`src/rtl/instr_queue.sv`:
```
// instr_queue -- circular first-word-fall-through instruction queue that sits
// between the fetch state machine and the decode stage.
//
// Parameters
//   WIDTH     instruction word width in bits
//   DEPTH     number of entries (power of two, minimum 2)
//
// Ports
//   clk        single clock, all state updates on the rising edge
//   reset      asynchronous, active-low reset
//   load_en    push request from fetch
//   in         instruction word to push
//   pop        decode consumes the head entry
//   flush      discard all entries (branch or jump taken), highest priority
//   out        head instruction word, 0 while empty
//   out_valid  out holds a valid entry
//   full       count == DEPTH
//   empty      count == 0
//   count      number of occupied entries
//   overflow   one-cycle pulse after a push was dropped because the queue was full
module instr_queue #(
    parameter int WIDTH = 16,
    parameter int DEPTH = 4
) (
    input  logic                       clk,
    input  logic                       reset,
    input  logic                       load_en,
    input  logic [WIDTH-1:0]           in,
    input  logic                       pop,
    input  logic                       flush,
    output logic [WIDTH-1:0]           out,
    output logic                       out_valid,
    output logic                       full,
    output logic                       empty,
    output logic [$clog2(DEPTH+1)-1:0] count,
    output logic                       overflow
);

    localparam int PW = $clog2(DEPTH);
    localparam int CW = $clog2(DEPTH+1);

    logic [WIDTH-1:0] mem [DEPTH];
    logic [PW-1:0]    wr_ptr;
    logic [PW-1:0]    rd_ptr;
    logic [CW-1:0]    cnt;
    logic             ovf;

    logic is_full;
    logic is_empty;
    logic pop_ok;
    logic push_ok;
    logic push_drop;

    assign is_full  = (cnt == CW'(DEPTH));
    assign is_empty = (cnt == '0);

    // A pop on an empty queue is ignored, so a simultaneous push and pop on
    // an empty queue degenerates to a plain push (no bypass to out).
    assign pop_ok    = pop && !is_empty;
    // A full queue still accepts a push when the head leaves in the same cycle.
    assign push_ok   = load_en && (!is_full || pop_ok);
    assign push_drop = load_en && !push_ok;

    // Pointers wrap naturally: DEPTH is a power of two, so PW-bit increments
    // roll over from DEPTH-1 to 0.
    always_ff @(posedge clk or negedge reset) begin
        if (!reset) begin
            wr_ptr <= '0;
            rd_ptr <= '0;
            cnt    <= '0;
            ovf    <= 1'b0;
        end else if (flush) begin
            wr_ptr <= '0;
            rd_ptr <= '0;
            cnt    <= '0;
            ovf    <= 1'b0;
        end else begin
            if (push_ok) wr_ptr <= wr_ptr + 1'b1;
            if (pop_ok)  rd_ptr <= rd_ptr + 1'b1;
            if (push_ok && !pop_ok)      cnt <= cnt + 1'b1;
            else if (pop_ok && !push_ok) cnt <= cnt - 1'b1;
            ovf <= push_drop;
        end
    end

    // Storage is deliberately not reset or cleared on flush; only the
    // pointers and count decide what is visible.
    always_ff @(posedge clk) begin
        if (push_ok && !flush) mem[wr_ptr] <= in;
    end

    assign out       = is_empty ? '0 : mem[rd_ptr];
    assign out_valid = !is_empty;
    assign full      = is_full;
    assign empty     = is_empty;
    assign count     = cnt;
    assign overflow  = ovf;

endmodule
```
`config.mk`:
```
export PLATFORM = sky130hd
export DESIGN_NAME = instr_queue
export DESIGN_NICKNAME = d
export VERILOG_FILES = /design/src/rtl/instr_queue.sv
export SDC_FILE = /design/constraint.sdc
export NUM_CORES = 1
export LEC_CHECK = 0
export CORE_MARGIN = 3
export CORE_UTILIZATION = 45
export DETAILED_ROUTE_END_ITERATION = 16
export PLACE_DENSITY = 0.71
export SLEW_MARGIN = 10
export SYNTH_ARGS = -nofsm -noshare
export SYNTH_HDL_FRONTEND = slang
export SYNTH_SLANG_ARGS = --single-unit
export TNS_END_PERCENT = 10
```
`constraint.sdc`:
```
create_clock -name clk -period 2 [get_ports clk]
set_clock_uncertainty 0.05 [all_clocks]
set_input_delay 0.4 -clock clk [delete_from_list [all_inputs] [get_ports clk]]
set_output_delay 0.4 -clock clk [all_outputs]
set_load 0.01 [all_outputs]
```
==> results of run 1 <==
==> layout make-up <==
| type | count | share of cell area, % |
|---|---|---|
| clock buffer | 11 | 3.36 |
| clock inverter | 5 | 0.608 |
| inverter | 6 | 0.576 |
| multi-input combinational | 81 | 21.7 |
| sequential | 72 | 54.4 |
| tap | 77 | 2.46 |
| timing repair buffer | 72 | 16.9 |
==> cells in the mapped netlist, types with 2 or more instances <==
library cell | number | area share (%)
mux2i_1 | 2 | 0.65
mux4_2 | 15 | 11
buf_2 | 6 | 0.98
dfrtp_1 | 8 | 6.5
and2_1 | 4 | 0.82
mux2_1 | 3 | 1.1
nor2b_1 | 18 | 3.7
a31oi_1 | 2 | 0.41
xor2_1 | 2 | 0.57
edfxtp_1 | 64 | 63
nand2b_1 | 5 | 1.0
inv_1 | 6 | 0.73
buf_6 | 3 | 1.1
nor2_1 | 11 | 1.3
ha_1 | 4 | 1.6
==> report_power, final <==
part	total, W	switching, W	internal (W)
combinational	0.00172	0.000759	0.000959
clock	0.000918	0.000482	0.000436
sequential	0.00184	0.0000887	0.00175
==> critical path, stage by stage (launching register included) <==
cell	delay (ns)
dfrtp_2	0.45
buf_12	0.15
mux4_2	0.49
nor2b_1	0.14
buf_2	0.14
==> final timing paths <==
kind / slack (ns) / to / cells after the start
min reg2reg: 0.55 / wr_ptr[1] / 2
min: 0.32 / overflow / 1
min in group clk: 0.55 / wr_ptr[1] / 2
max in group asynchronous: 1.25 / rd_ptr[0] / 1
max reg2reg: 0.17 / count[2] / 7
max: -0.15 / out[13] / 4
==> cell families (layout without fill, tap and decap cells) <==
kind of cell,Yosys count,after routing,synth area share (%)
flip-flops,72,72,69.2
multiplexers,21,21,13.6
buffers and inverters,17,94,3.59
AO/OA/AOI/OAI,7,7,1.84
adder cells (fa/ha/maj),5,5,2.28
XOR/XNOR,3,3,0.857
AND/OR/NAND/NOR,45,45,8.65
==> timing repair <==
action	4_1_cts	5_1_grt
setup endpoints to repair	19	19
cloned	1	0
setup buffers	3	0
pin swaps	1	0
gates resized for setup	77	4
==> sequential cells by signal, indices dropped and copies added, names as in the netlist <==
signal,cells
count,3
wr_ptr,2
mem,64
rd_ptr,2
overflow,1
==> per-layer routing <==
layer | track usage, % | share of wire (%) | wire length (um)
met4 | 5.77 | 0.82 | 43
met1 | 19.1 | 42 | 2200
met5 | 0 | 0 | 0
met2 | 24.6 | 53 | 2800
met3 | 4.28 | 4.1 | 216
==> metrics by stage <==
step                      setup TNS (ns)  hold slack, ns  instance area [um2]  power, W
final                              -2.26           0.322                 3910   0.00447
after global routing               -3.44           0.321                 3910   0.00476
after CTS                          -2.79           0.323                 3930   0.00458
after detailed placement           -7.16           0.550                 3780   0.00368
after global placement             -6.30           0.538                 3780   0.00366
after floorplan                        0          0.0544                 3070   0.00283
==> results.cfg, run 1 <==
[timing]
hold_violations = 0
report.final.slew_viol_count = 0
achievable-frequency_mhz = 464
finalSetupViolCount = 16
period_share_pct = 108
worst_pin_slew_ns = 0.432
fin_ws_ns = -0.154
slew_headroom_pct = 71.1
fin_crit_ns = 2.15
grt_setup_unrepaired = true

[run_status]
status = finished, violations left
violations = negative setup slack

[detailed_routing]
first_iter_violations = 50
wl_per_cell_um = 16.2
drc = 0
vias_per_cell = 5.03
dr.pass1.iters = 6
ant_nets = 0
drt_wl_total_um = 5260
vias = 1630

[clock_network]
clk_latency_ns = 0.33
cts-root-buf = clkbuf_8
cts.clk_slew.worst_paths_ns = 0.07
cts_made_buffers = 9
cts_max_path_buffers = 2
hold_buffers = 0
htree_num_levels = 3
cts_tree = built
clock_sinks = 72

[setup_path]
rr_startpoint = count[1]
cp-end-kind = output pin
start_kind = flop
required_ns = 1.55
arrival_ns = 1.70
cp-startpoint = rd_ptr[0]
path_class = reg -> out
worstPathMaxFanout = 6

[grt]
grt_max_degree = 16
grt-ovfl-total = 0
grt_pass1_vias = 1657
antenna_found_initial = 0
grt_pass1_wl_um = 8410
grt_use_total_pct = 15.0

[synth]
synth-edff-count = 64
ys_warn_count = 0
synth_seq_cells = 72
syn_inst = 170
yosysSeqAreaShare_pct = 69.2
yosysUniqueCellTypes = 32
syn-cell-area_mm2 = 0.00307
async_reset_ff_share_pct = 11.1
syn_nets = 196
yosys_most_used_dff = edfxtp_1
avgSynthCellArea_um2 = 18.0

[layout]
final-seq-area_mm2 = 0.00213
nFillCells = 479
antenna_cells = 0
final_cell_mix = 64 x edfxtp_1, 24 x clkdlybuf4s50_1, 20 x buf_4
multiInputGateArea_um2 = 848
drive_gt1_share_pct = 33.2
final_util_pct = 60.2
fin_cells = 324
layout_commonest_cell = edfxtp_1
areaGrowthSynthToFinish_pct = 27.4
nets = 268

[worst_hold_path]
min_path_type = in -> async

[flow_run]
cap_viol_max_count = 0

[place]
gp_congestion = 0.803
place_inst = 305
dp_slack_ns = -0.212
dp_hpwl_um = 3560
port_buffers = 43

[floorplanning]
die_width_um = 88.6
rows = 29
design.die.area_mm2 = 0.00784
start_util_pct = 47.2
io_pins = 44
core_area_mm2 = 0.00649
die_h_um = 88.6

[pwr]
power.density_mw_per_mm2 = 1140
peakVddDrop_uv = 653
leakage_nw = 1.42
Power figures use the tool's default switching activity.
==> inputs of run 2 (changes only) <==
Settings changed: MAX_ROUTING_LAYER set to met4, PLACE_DENSITY 0.71 to 0.68.
Clock period 2 ns to 2.5 ns, I/O delays scaled along.
==> run 2 against run 1 <==
Effect of this change: the run now ends clean; die area stayed put; routed wire length grew 5.2%; core utilization fell by 0.65 points; critical path depth is the same; flip-flop and latch count unchanged; clock-buffer cell count shrank 2; cell area shrank 1.1%; global-route usage grew 1.2 points; sequential power is 19% lower.
==> results.cfg, run 2 (synthesis gave the netlist of run 1 again) <==
[clock_network]
cts_made_buffers = 9
cts_max_path_buffers = 2
cts-root-buf = clkbuf_8
cts_tree = built
htree_num_levels = 3
hold_buffers = 0
clk_latency_ns = 0.33
cts.clk_slew.worst_paths_ns = 0.07
clock_sinks = 72

[setup_path]
required_ns = 1.95
worstPathMaxFanout = 7
ff2ff_path_depth = 7
arrival_ns = 1.88
rr_startpoint = count[1]
path_class = reg -> out
start_kind = flop
r2r_end = count[2]
cp-end-kind = output pin
slowest_delay_ns = 0.49
critical-path-slowest-cell = mux4_2
rrSetupSlack_ns = 0.32
crit_chain = buf_12 -> mux4_2 -> nor2b_1 -> dlygate4sd2_1

[floorplanning]
io_pins = 44
die_width_um = 88.6
rows = 29
core_area_mm2 = 0.00649
design.die.area_mm2 = 0.00784
die_h_um = 88.6
start_util_pct = 47.2

[detailed_routing]
vias = 1631
drc = 0
drt_wl_total_um = 5530
ant_nets = 0
wl_per_cell_um = 18.0
first_iter_violations = 86
dr.pass1.iters = 4
vias_per_cell = 5.30

[place]
port_buffers = 43
dpl_cell_area_mm2 = 0.00363
dp_hpwl_um = 3570
gp_congestion = 0.705

[grt]
grt_pass1_wl_um = 8690
antenna_found_initial = 0
grt_use_total_pct = 16.2
grt_pass1_vias = 1766
grt-ovfl-total = 0
grt_max_degree = 19

[layout]
final_cell_mix = 64 x edfxtp_1, 27 x clkdlybuf4s50_1, 18 x nor2b_1
final_area_mm2 = 0.00387
layout_commonest_cell = edfxtp_1
top_register = mem
largest_register_ffs = 64
antenna_cells = 0
nets = 252
drive_gt1_share_pct = 20.8
final_util_pct = 59.5
areaGrowthSynthToFinish_pct = 26.1

[timing]
hold_violations = 0
report.final.slew_viol_count = 0
period_share_pct = 97.3
achievable-frequency_mhz = 411
grt_setup_unrepaired = false
fin_crit_ns = 2.43
slew_headroom_pct = 44.1
worst_pin_slew_ns = 0.838
finalSetupViolCount = 0
fin_setup_tns_ns = 0

[pwr]
pwr-share-comb_pct = 34.4
seq_power_share_pct = 39.9
p_clk_share_pct = 25.7
power.density_mw_per_mm2 = 966
swShare_pct = 28.6
p_sw_w = 0.00107
leakage_nw = 1.38
cellInternalPower_w = 0.00267
peakVddDrop_uv = 498

[worst_hold_path]
min_path_type = in -> async

[run_status]
status = finished, final reports clean

[flow_run]
cap_viol_max_count = 0
-- run 2: power by group through the flow --
stage,Sequential (W),Clock (W),Combinational (W)
finish,0.00149,0.000959,0.00128
global route,0.00151,0.00103,0.00139
CTS,0.00149,0.000975,0.00129
detailed placement,0.00150,0,0.00134
global placement,0.00150,0,0.00129
floorplan,0.00145,0,0.000808
-- run 2: layout make-up --
cell class,instances,area [um2]
Clock buffer,9,124
Clock inverter,7,86.3
Fill cell,483,2630
Inverter,6,22.5
Multi-Input combinational cell,81,836
Sequential cell,72,2130
Tap cell,77,96.3
Timing Repair Buffer,56,577
-- run 2: what timing repair did --
action | in CTS | in global routing
gates cloned | 1 | 0
endpoints found under the hold margin | 0 | 0
buffers inserted | 1 | 0
gates resized for setup | 18 | 7
setup endpoints to repair | 16 | 7
-- run 2: worst max-delay path by stage --
stage | from | endpoint
6_report | rd_ptr[0] | out[10]
5_1_grt | rd_ptr[0] | out[10]
4_1_cts | rd_ptr[0] | out[11]
3_5_place_dp | pop | count[2]
3_3_place_gp | pop | mem[2][6]
2_1_floorplan | count[1] | count[1]
-- run 2: through the flow --
step                hold slack, ns  std cells  power [W]  setup slack, ns
detailed placement           0.506        290    0.00284          0.00691
global route                 0.421        308    0.00392          0.00116
finish                       0.411        308    0.00373           0.0668
global placement             0.472        290    0.00279            0.101
CTS                          0.402        308    0.00375           0.0111
floorplan                    0.154        170    0.00226            0.535
-- run 2: worst max-delay path: cells and delay by family, from the launching register on --
family / cells / cell delay (ns)
DFF: 1 / 0.47
muxes: 1 / 0.49
and+or+nand+nor: 1 / 0.15
buffers and inverters: 2 / 0.44
-- run 2: per-layer routing --
layer	GRT usage [%]	wire length, um
met3	4.47	283
met1	17.7	2220
met4	7.14	75
met5	-	0
met2	27.7	2960
==> inputs of run 3 (changes only) <==
Settings changed: HOLD_SLACK_MARGIN set to 0.06.
==> results of run 3 <==
The final DEF is identical to that of run 2; final timing and power are the same.
